[config.mk]
export PLATFORM = sky130hd
export DESIGN_NAME = multdiv_controller
export DESIGN_NICKNAME = d
export VERILOG_FILES = /design/src/rtl/multdiv_pkg.sv /design/src/rtl/multdiv_controller_div_step.sv /design/src/rtl/thirty_two_wallace_multipiler.sv /design/src/rtl/multdiv_controller.sv
export SDC_FILE = /design/constraint.sdc
export NUM_CORES = 2
export LEC_CHECK = 0
export ABC_AREA = 1
export CORE_MARGIN = 2
export CORE_UTILIZATION = 55
export CTS_BUF_LIST = sky130_fd_sc_hd__clkbuf_8
export CTS_CLUSTER_DIAMETER = 30
export DETAILED_ROUTE_END_ITERATION = 7
export PLACE_DENSITY = 0.81
export SYNTH_ARGS = -nofsm -noshare
export SYNTH_HDL_FRONTEND = slang
export SYNTH_SLANG_ARGS = --single-unit
export TNS_END_PERCENT = 100
[constraint.sdc]
create_clock -name clock -period 8.5 [get_ports clock]
set_clock_uncertainty 0.15 [all_clocks]
set_input_delay 1.7 -clock clock [delete_from_list [all_inputs] [get_ports clock]]
set_output_delay 1.7 -clock clock [all_outputs]
set_load 0.02 [all_outputs]
[src/rtl/multdiv_pkg.sv]
// Shared types and constants for the signed 32-bit multiply/divide sequencer.
package multdiv_pkg;
  localparam int DATA_W    = 32;
  localparam int DIV_STEPS = 32;
  localparam int CNT_W     = 8;
  localparam logic [DATA_W-1:0] INT_MIN = 32'h8000_0000;

  typedef enum logic [2:0] {
    IDLE = 3'd0,
    MUL  = 3'd1,
    DIV  = 3'd2,
    FIX  = 3'd3,
    DONE = 3'd4
  } state_e;

  // Two's-complement magnitude; INT_MIN wraps to 32'h8000_0000, which is exact unsigned.
  function automatic logic [DATA_W-1:0] abs32(input logic [DATA_W-1:0] v);
    abs32 = v[DATA_W-1] ? (~v + 32'd1) : v;
  endfunction
endpackage

[src/rtl/multdiv_controller_div_step.sv]
// One combinational restoring-division iteration on unsigned magnitudes.
module div_step
  import multdiv_pkg::*;
(
  input  logic [DATA_W:0]   rem_in,
  input  logic [DATA_W-1:0] q_in,
  input  logic [DATA_W-1:0] divisor,
  output logic [DATA_W:0]   rem_out,
  output logic [DATA_W-1:0] q_out
);
  logic [DATA_W+1:0] shifted_s;
  logic [DATA_W:0]   trial_s;
  logic              fits_s;

  // Shift in the next dividend bit, subtract the divisor, restore on borrow.
  always_comb begin
    shifted_s = {rem_in, q_in[DATA_W-1]};
    fits_s    = (shifted_s >= {2'b00, divisor});
    trial_s   = shifted_s[DATA_W:0] - {1'b0, divisor};
    if (fits_s) begin
      rem_out = trial_s;
      q_out   = {q_in[DATA_W-2:0], 1'b1};
    end else begin
      rem_out = shifted_s[DATA_W:0];
      q_out   = {q_in[DATA_W-2:0], 1'b0};
    end
  end
endmodule

[src/rtl/thirty_two_wallace_multipiler.sv]
// Combinational signed 32x32 multiplier: low product word plus signed-overflow flag.
module thirty_two_wallace_multipiler (
  input  logic [31:0] multiplicand,
  input  logic [31:0] multiplier,
  output logic [31:0] product,
  output logic        ovf
);
  logic signed [63:0] full_s;

  // Overflow when the upper word is not a sign extension of bit 31.
  always_comb begin
    full_s  = 64'($signed(multiplicand)) * 64'($signed(multiplier));
    product = full_s[31:0];
    ovf     = (full_s[63:32] != {32{full_s[31]}});
  end
endmodule

[src/rtl/multdiv_controller.sv]
// Sequencer for signed multiply (registered Wallace capture) and 32-step restoring divide.
module multdiv_controller
  import multdiv_pkg::*;
#(
  parameter int MULT_LAT = 2,
  parameter int RDY_HOLD = 0
) (
  input  logic              clock,
  input  logic              resetn,
  input  logic              ctrl_MULT,
  input  logic              ctrl_DIV,
  input  logic [DATA_W-1:0] data_operandA,
  input  logic [DATA_W-1:0] data_operandB,
  output logic [DATA_W-1:0] data_result,
  output logic              data_exception,
  output logic              data_resultRDY,
  output logic              busy
);
  localparam logic [CNT_W-1:0] LAT_C  = CNT_W'(MULT_LAT);
  localparam logic [CNT_W-1:0] LAST_C = CNT_W'(DIV_STEPS - 1);

  state_e            state_r, state_s;
  logic [CNT_W-1:0]  cnt_r, cnt_s;
  logic [DATA_W-1:0] mul_a_r, mul_a_s, mul_b_r, mul_b_s;
  logic [DATA_W-1:0] q_r, q_s, divisor_r, divisor_s;
  logic [DATA_W:0]   rem_r, rem_s;
  logic              sign_r, sign_s, special_r, special_s;
  logic [DATA_W-1:0] result_r, result_s;
  logic              exc_r, exc_s, rdy_r, rdy_s, busy_r, busy_s;
  logic [DATA_W-1:0] product_s, step_q_s;
  logic [DATA_W:0]   step_rem_s;
  logic              ovf_s;

  thirty_two_wallace_multipiler u_mult (
    .multiplicand (mul_a_r),
    .multiplier   (mul_b_r),
    .product      (product_s),
    .ovf          (ovf_s)
  );

  div_step u_step (
    .rem_in  (rem_r),
    .q_in    (q_r),
    .divisor (divisor_r),
    .rem_out (step_rem_s),
    .q_out   (step_q_s)
  );

  // Next-state and next-output logic; a new request always wins and aborts any op in flight.
  always_comb begin
    state_s = state_r;  cnt_s = cnt_r;  mul_a_s = mul_a_r;  mul_b_s = mul_b_r;
    q_s = q_r;  divisor_s = divisor_r;  rem_s = rem_r;  sign_s = sign_r;
    special_s = special_r;  result_s = result_r;  exc_s = exc_r;
    rdy_s = rdy_r;  busy_s = busy_r;
    if (ctrl_MULT || ctrl_DIV) begin
      rdy_s  = 1'b0;
      busy_s = 1'b1;
      if (ctrl_MULT) begin
        state_s = MUL;
        cnt_s   = CNT_W'(1);
        mul_a_s = data_operandA;
        mul_b_s = data_operandB;
      end else begin
        state_s   = DIV;
        cnt_s     = '0;
        q_s       = abs32(data_operandA);
        divisor_s = abs32(data_operandB);
        rem_s     = '0;
        sign_s    = data_operandA[DATA_W-1] ^ data_operandB[DATA_W-1];
        special_s = (data_operandA == INT_MIN) && (data_operandB == 32'hFFFF_FFFF);
      end
    end else begin
      case (state_r)
        IDLE: state_s = IDLE;
        MUL: begin
          if (cnt_r == LAT_C) begin
            result_s = product_s;
            exc_s    = ovf_s;
            rdy_s    = 1'b1;
            busy_s   = 1'b0;
            state_s  = DONE;
          end else begin
            cnt_s = cnt_r + CNT_W'(1);
          end
        end
        DIV: begin
          if (divisor_r == '0) begin
            result_s = '0;
            exc_s    = 1'b1;
            rdy_s    = 1'b1;
            busy_s   = 1'b0;
            state_s  = DONE;
          end else begin
            rem_s = step_rem_s;
            q_s   = step_q_s;
            cnt_s = cnt_r + CNT_W'(1);
            if (cnt_r == LAST_C) begin
              state_s = FIX;
            end else begin
              state_s = DIV;
            end
          end
        end
        FIX: begin
          if (special_r) begin
            result_s = INT_MIN;
            exc_s    = 1'b1;
          end else begin
            result_s = sign_r ? (~q_r + 32'd1) : q_r;
            exc_s    = 1'b0;
          end
          rdy_s   = 1'b1;
          busy_s  = 1'b0;
          state_s = DONE;
        end
        DONE: begin
          if (RDY_HOLD == 0) begin
            rdy_s   = 1'b0;
            state_s = IDLE;
          end else begin
            state_s = DONE;
          end
        end
        default: state_s = IDLE;
      endcase
    end
  end

  // State, datapath and output registers.
  always_ff @(posedge clock or negedge resetn) begin
    if (!resetn) begin
      state_r <= IDLE;  cnt_r <= '0;  mul_a_r <= '0;  mul_b_r <= '0;
      q_r <= '0;  divisor_r <= '0;  rem_r <= '0;  sign_r <= 1'b0;
      special_r <= 1'b0;  result_r <= '0;  exc_r <= 1'b0;
      rdy_r <= 1'b0;  busy_r <= 1'b0;
    end else begin
      state_r <= state_s;  cnt_r <= cnt_s;  mul_a_r <= mul_a_s;  mul_b_r <= mul_b_s;
      q_r <= q_s;  divisor_r <= divisor_s;  rem_r <= rem_s;  sign_r <= sign_s;
      special_r <= special_s;  result_r <= result_s;  exc_r <= exc_s;
      rdy_r <= rdy_s;  busy_r <= busy_s;
    end
  end

  assign data_result    = result_r;
  assign data_exception = exc_r;
  assign data_resultRDY = rdy_r;
  assign busy           = busy_r;
endmodule

==> load_flow_metrics.sql <==
INSERT INTO impl_metrics (metric_group, metric, value, unit) VALUES
('run_status', 'run_status', 'finished, final reports clean', ''),
('timing', 'worst_slew_pin_slew', '1.18', 'ns'),
('synth', 'synth_nets', '8130', ''),
('die', 'die_height', '310', 'um'),
('place', 'place_ws', '-0.148', 'ns'),
('die', 'ioPinCount', '103', ''),
('clock_tree', 'buffers_from_clock_root_to_sink_at_most', '3', ''),
('timing', 'final-setup-viol-count', '0', ''),
('routing', 'routed-via-count', '45400', ''),
('critical_path', 'critical_path.most_common_cell', 'sky130_fd_sc_hd__nand2_1', ''),
('timing', 'fmax', '0.121', 'GHz'),
('critical_path', 'crit_required', '8.90', 'ns'),
('critical_path', 'critPathBufInv', '5', ''),
('die', 'floorplan.initialDensity', '55.4', '%'),
('synth', 'synth_edf_count', '0', ''),
('synth', 'synth_sequential_area_ratio', '10.2', '%'),
('die', 'die-width', '310', 'um'),
('global_route', 'grt_pass1_wl', '266000', 'um'),
('routing', 'routed_via_density', '5.55', ''),
('clock_tree', 'clk_sinks', '209', ''),
('synth', 'netlist-cell-type-count', '58', ''),
('die', 'coreArea', '0.0930', 'mm^2'),
('global_route', 'grt_max_degree', '90', ''),
('critical_path', 'worst_setup_path_start_kind', 'flip-flop', ''),
('synth', 'syn-instance-count', '6757', ''),
('clock_tree', 'clockRootBuffer', 'sky130_fd_sc_hd__clkbuf_8', ''),
('synth', 'syn_avg_cell_area', '7.63', 'um^2'),
('clock_tree', 'cts_tree', 'built', ''),
('place', 'gp_congestion', '1.05', ''),
('die', 'fp.dieArea', '0.0961', 'mm^2'),
('critical_path', 'worstPathMaxFanout', '21', ''),
('critical_path', 'worstSetupPathType', 'flip-flop to flip-flop', ''),
('critical_path', 'cpPeakStageDelay', '0.59', 'ns'),
('routing', 'drtIter0Drc', '4786', ''),
('timing', 'rsz_0062_raised_after_global_routing', 'yes', ''),
('clock_tree', 'htree_levels', '2', ''),
('timing', 'final_period_minus_worst_setup_slack', '8.30', 'ns'),
('critical_path', 'crit_path_top_delay_cell', 'sky130_fd_sc_hd__fa_1', ''),
('routing', 'route.final.wire_length', '169000', 'um'),
('place', 'place_hpwl', '140000', 'um'),
('final_layout', 'syn_to_final_growth', '10.6', '%'),
('timing', 'finalHoldViolCount', '0', ''),
('synth', 'synthesis.area', '0.0515', 'mm^2'),
('synth', 'synth_async_sr_flop_share', '100', '%'),
('routing', 'drc', '0', ''),
('place', 'port_buffers', '102', ''),
('timing', 'final_critical_path_setup_slack', '0.205', 'ns'),
('synth', 'synth.ff_latch_count', '209', ''),
('global_route', 'grt_antenna_before_repair', '4', ''),
('critical_path', 'crit_arrival', '8.70', 'ns'),
('global_route', 'gr_overflow_total', '0', ''),
('routing', 'drt-wirelength-per-cell', '20.7', 'um'),
('clock_tree', 'worstSkewPairLatency', '0.69', 'ns'),
('global_route', 'track_usage', '36.5', '%'),
('critical_path', 'worst_setup_path_end_kind', 'flip-flop', ''),
('synth', 'ys_warns', '0', ''),
('die', 'rows', '112', ''),
('final_layout', 'layout-drive-gt1-share', '7.62', '%'),
('routing', 'number_of_nets_still_failing_antenna_checks_after_routing', '0', ''),
('synth', 'synth_ff_type', 'sky130_fd_sc_hd__dfrtp_1', ''),
('timing', 'max_slew_margin', '21.0', '%'),
('global_route', 'vias_in_the_first_global_route', '47500', ''),
('hold_path', 'hold_path_class', 'flip-flop to flip-flop', ''),
('timing', 'totalNegativeSetupSlack', '0', 'ns'),
('critical_path', 'cp_top_family', 'adder cells', ''),
('job', 'cap_viol_max_count', '0', ''),
('timing', 'tcrit_tclk_final', '97.6', '%'),
('timing', 'report.final.slew_viol_count', '0', ''),
('clock_tree', 'cts-buffers-inserted', '51', ''),
('clock_tree', 'path_clk_slew', '0.07', 'ns'),
('final_layout', 'layout.nets', '8262', ''),
('routing', 'drt-pass1-iter-count', '7', '');
==> metal layers <==
metal  share of wire (%)  up-vias  GRT usage (%)
met5                   0        -              0
li1                    -    20000              -
met3                  11      623           7.24
met4                 8.2        0           24.4
met1                  37    22200           47.2
met2                  44     2622           56.0
==> cell type report <==
cell class | instances | area (um^2)
flip-flops and latches | 209 | 5240
clock buffers | 57 | 785
inverters | 1630 | 6120
diodes | 2 | 5.00
clock inverters | 38 | 414
fillers | 7931 | 36000
well taps | 1254 | 1570
multi-input cells | 4608 | 39200
repair buffers | 389 | 3690
==> per-stage QoR <==
step                      hold slack [ns]  cells  area (um^2)  util, %
after floorplan                     0.285   6757        51500        -
after global placement              0.302   8086        55500     59.6
after detailed placement            0.305   8086        55500     59.6
after CTS                           0.324   8181        56700     60.9
after global routing                0.349   8185        57000     61.3
final                               0.320   8187        57000     61.3
==> kinds of logic after synthesis <==
family	synth area share, %
AO/OA/AOI/OAI	5.66
flip-flops	10.2
AND/OR/NAND/NOR	21.1
buffers and inverters	14.3
adder cells (fa/ha/maj)	47.5
XOR/XNOR	1.31
==> path summary, 6_finish.rpt <==
| kind | start | to | slack [ns] | cells after the start |
|---|---|---|---|---|
| max in group asynchronous | resetn | data_result[1] | 5.78 | 2 |
| min | cnt_r[7] | cnt_r[7] | 0.32 | 1 |
| min reg2reg | cnt_r[7] | cnt_r[7] | 0.32 | 1 |
| max reg2reg | mul_a_r[31] | data_exception | 0.20 | 32 |
| max | mul_a_r[31] | data_exception | 0.20 | 32 |
| min in group asynchronous | resetn | rem_r[25] | 0.87 | 1 |
==> cells in the mapped netlist, types with 12 or more instances <==
library cell / instances / share of area [%]
sky130_fd_sc_hd__nand2_1: 2042 / 15
sky130_fd_sc_hd__inv_1: 1624 / 12
sky130_fd_sc_hd__fa_1: 1083 / 42
sky130_fd_sc_hd__clkbuf_1: 272 / 2.0
sky130_fd_sc_hd__nor2_1: 271 / 2.0
sky130_fd_sc_hd__ha_1: 222 / 5.4
sky130_fd_sc_hd__dfrtp_1: 209 / 10
sky130_fd_sc_hd__nand3_1: 205 / 2.0
sky130_fd_sc_hd__o21ai_0: 204 / 2.0
sky130_fd_sc_hd__a21oi_1: 168 / 1.6
sky130_fd_sc_hd__o21ai_1: 53 / 0.51
sky130_fd_sc_hd__xor2_1: 46 / 0.78
sky130_fd_sc_hd__nand4_1: 41 / 0.50
sky130_fd_sc_hd__a31oi_1: 33 / 0.40
sky130_fd_sc_hd__nor4_1: 31 / 0.38
sky130_fd_sc_hd__xnor2_1: 31 / 0.53
sky130_fd_sc_hd__nor3_1: 24 / 0.23
sky130_fd_sc_hd__a22oi_1: 17 / 0.25
sky130_fd_sc_hd__or2_2: 16 / 0.19
sky130_fd_sc_hd__buf_2: 15 / 0.15
sky130_fd_sc_hd__nand2_2: 15 / 0.18
sky130_fd_sc_hd__nor2_2: 15 / 0.18
sky130_fd_sc_hd__nand3b_1: 12 / 0.17
==> flip-flops by register name (all words and copies together), names as in the netlist <==
name	flops
divisor_r	32
mul_b_r	32
rem_r	33
data_resultRDY	1
mul_a_r	32
data_exception	1
state_r	3
data_result	32
special_r	1
q_r	32
sign_r	1
cnt_r	8
busy	1
==> placed cells by master (no fill, tap or decap), types with 10 or more instances in the layout <==
master	synthesis	routed
sky130_fd_sc_hd__clkdlybuf4s50_1	0	100
sky130_fd_sc_hd__buf_12	0	40
sky130_fd_sc_hd__nor3_1	24	23
sky130_fd_sc_hd__nand4_1	41	41
sky130_fd_sc_hd__buf_4	2	244
sky130_fd_sc_hd__a21oi_2	2	10
sky130_fd_sc_hd__a31oi_1	33	33
sky130_fd_sc_hd__ha_1	222	213
sky130_fd_sc_hd__o21ai_0	204	203
sky130_fd_sc_hd__or2_2	16	16
sky130_fd_sc_hd__nand3_1	205	204
sky130_fd_sc_hd__nand2_1	2042	2025
sky130_fd_sc_hd__xnor2_1	31	31
sky130_fd_sc_hd__a21oi_1	168	159
sky130_fd_sc_hd__dfrtp_1	209	200
sky130_fd_sc_hd__xor2_1	46	46
sky130_fd_sc_hd__nor2_1	271	245
sky130_fd_sc_hd__nand3b_1	12	12
sky130_fd_sc_hd__a22oi_1	17	17
sky130_fd_sc_hd__nand2_2	15	32
sky130_fd_sc_hd__nor2_2	15	35
sky130_fd_sc_hd__o21ai_1	53	54
sky130_fd_sc_hd__nor4_1	31	29
sky130_fd_sc_hd__fa_1	1083	1079
sky130_fd_sc_hd__inv_1	1624	1630
sky130_fd_sc_hd__clkbuf_8	0	57
==> repair_timing <==
item,CTS,global route
buffers inserted,0,4
hold buffers,0,0
pin swaps,0,3
setup endpoints to repair,1,1
gates resized for setup,7,91
Power is left out: the tool's default activity adds up to more than one toggle a clock period on the data nets, which glitch-free logic cannot reach.
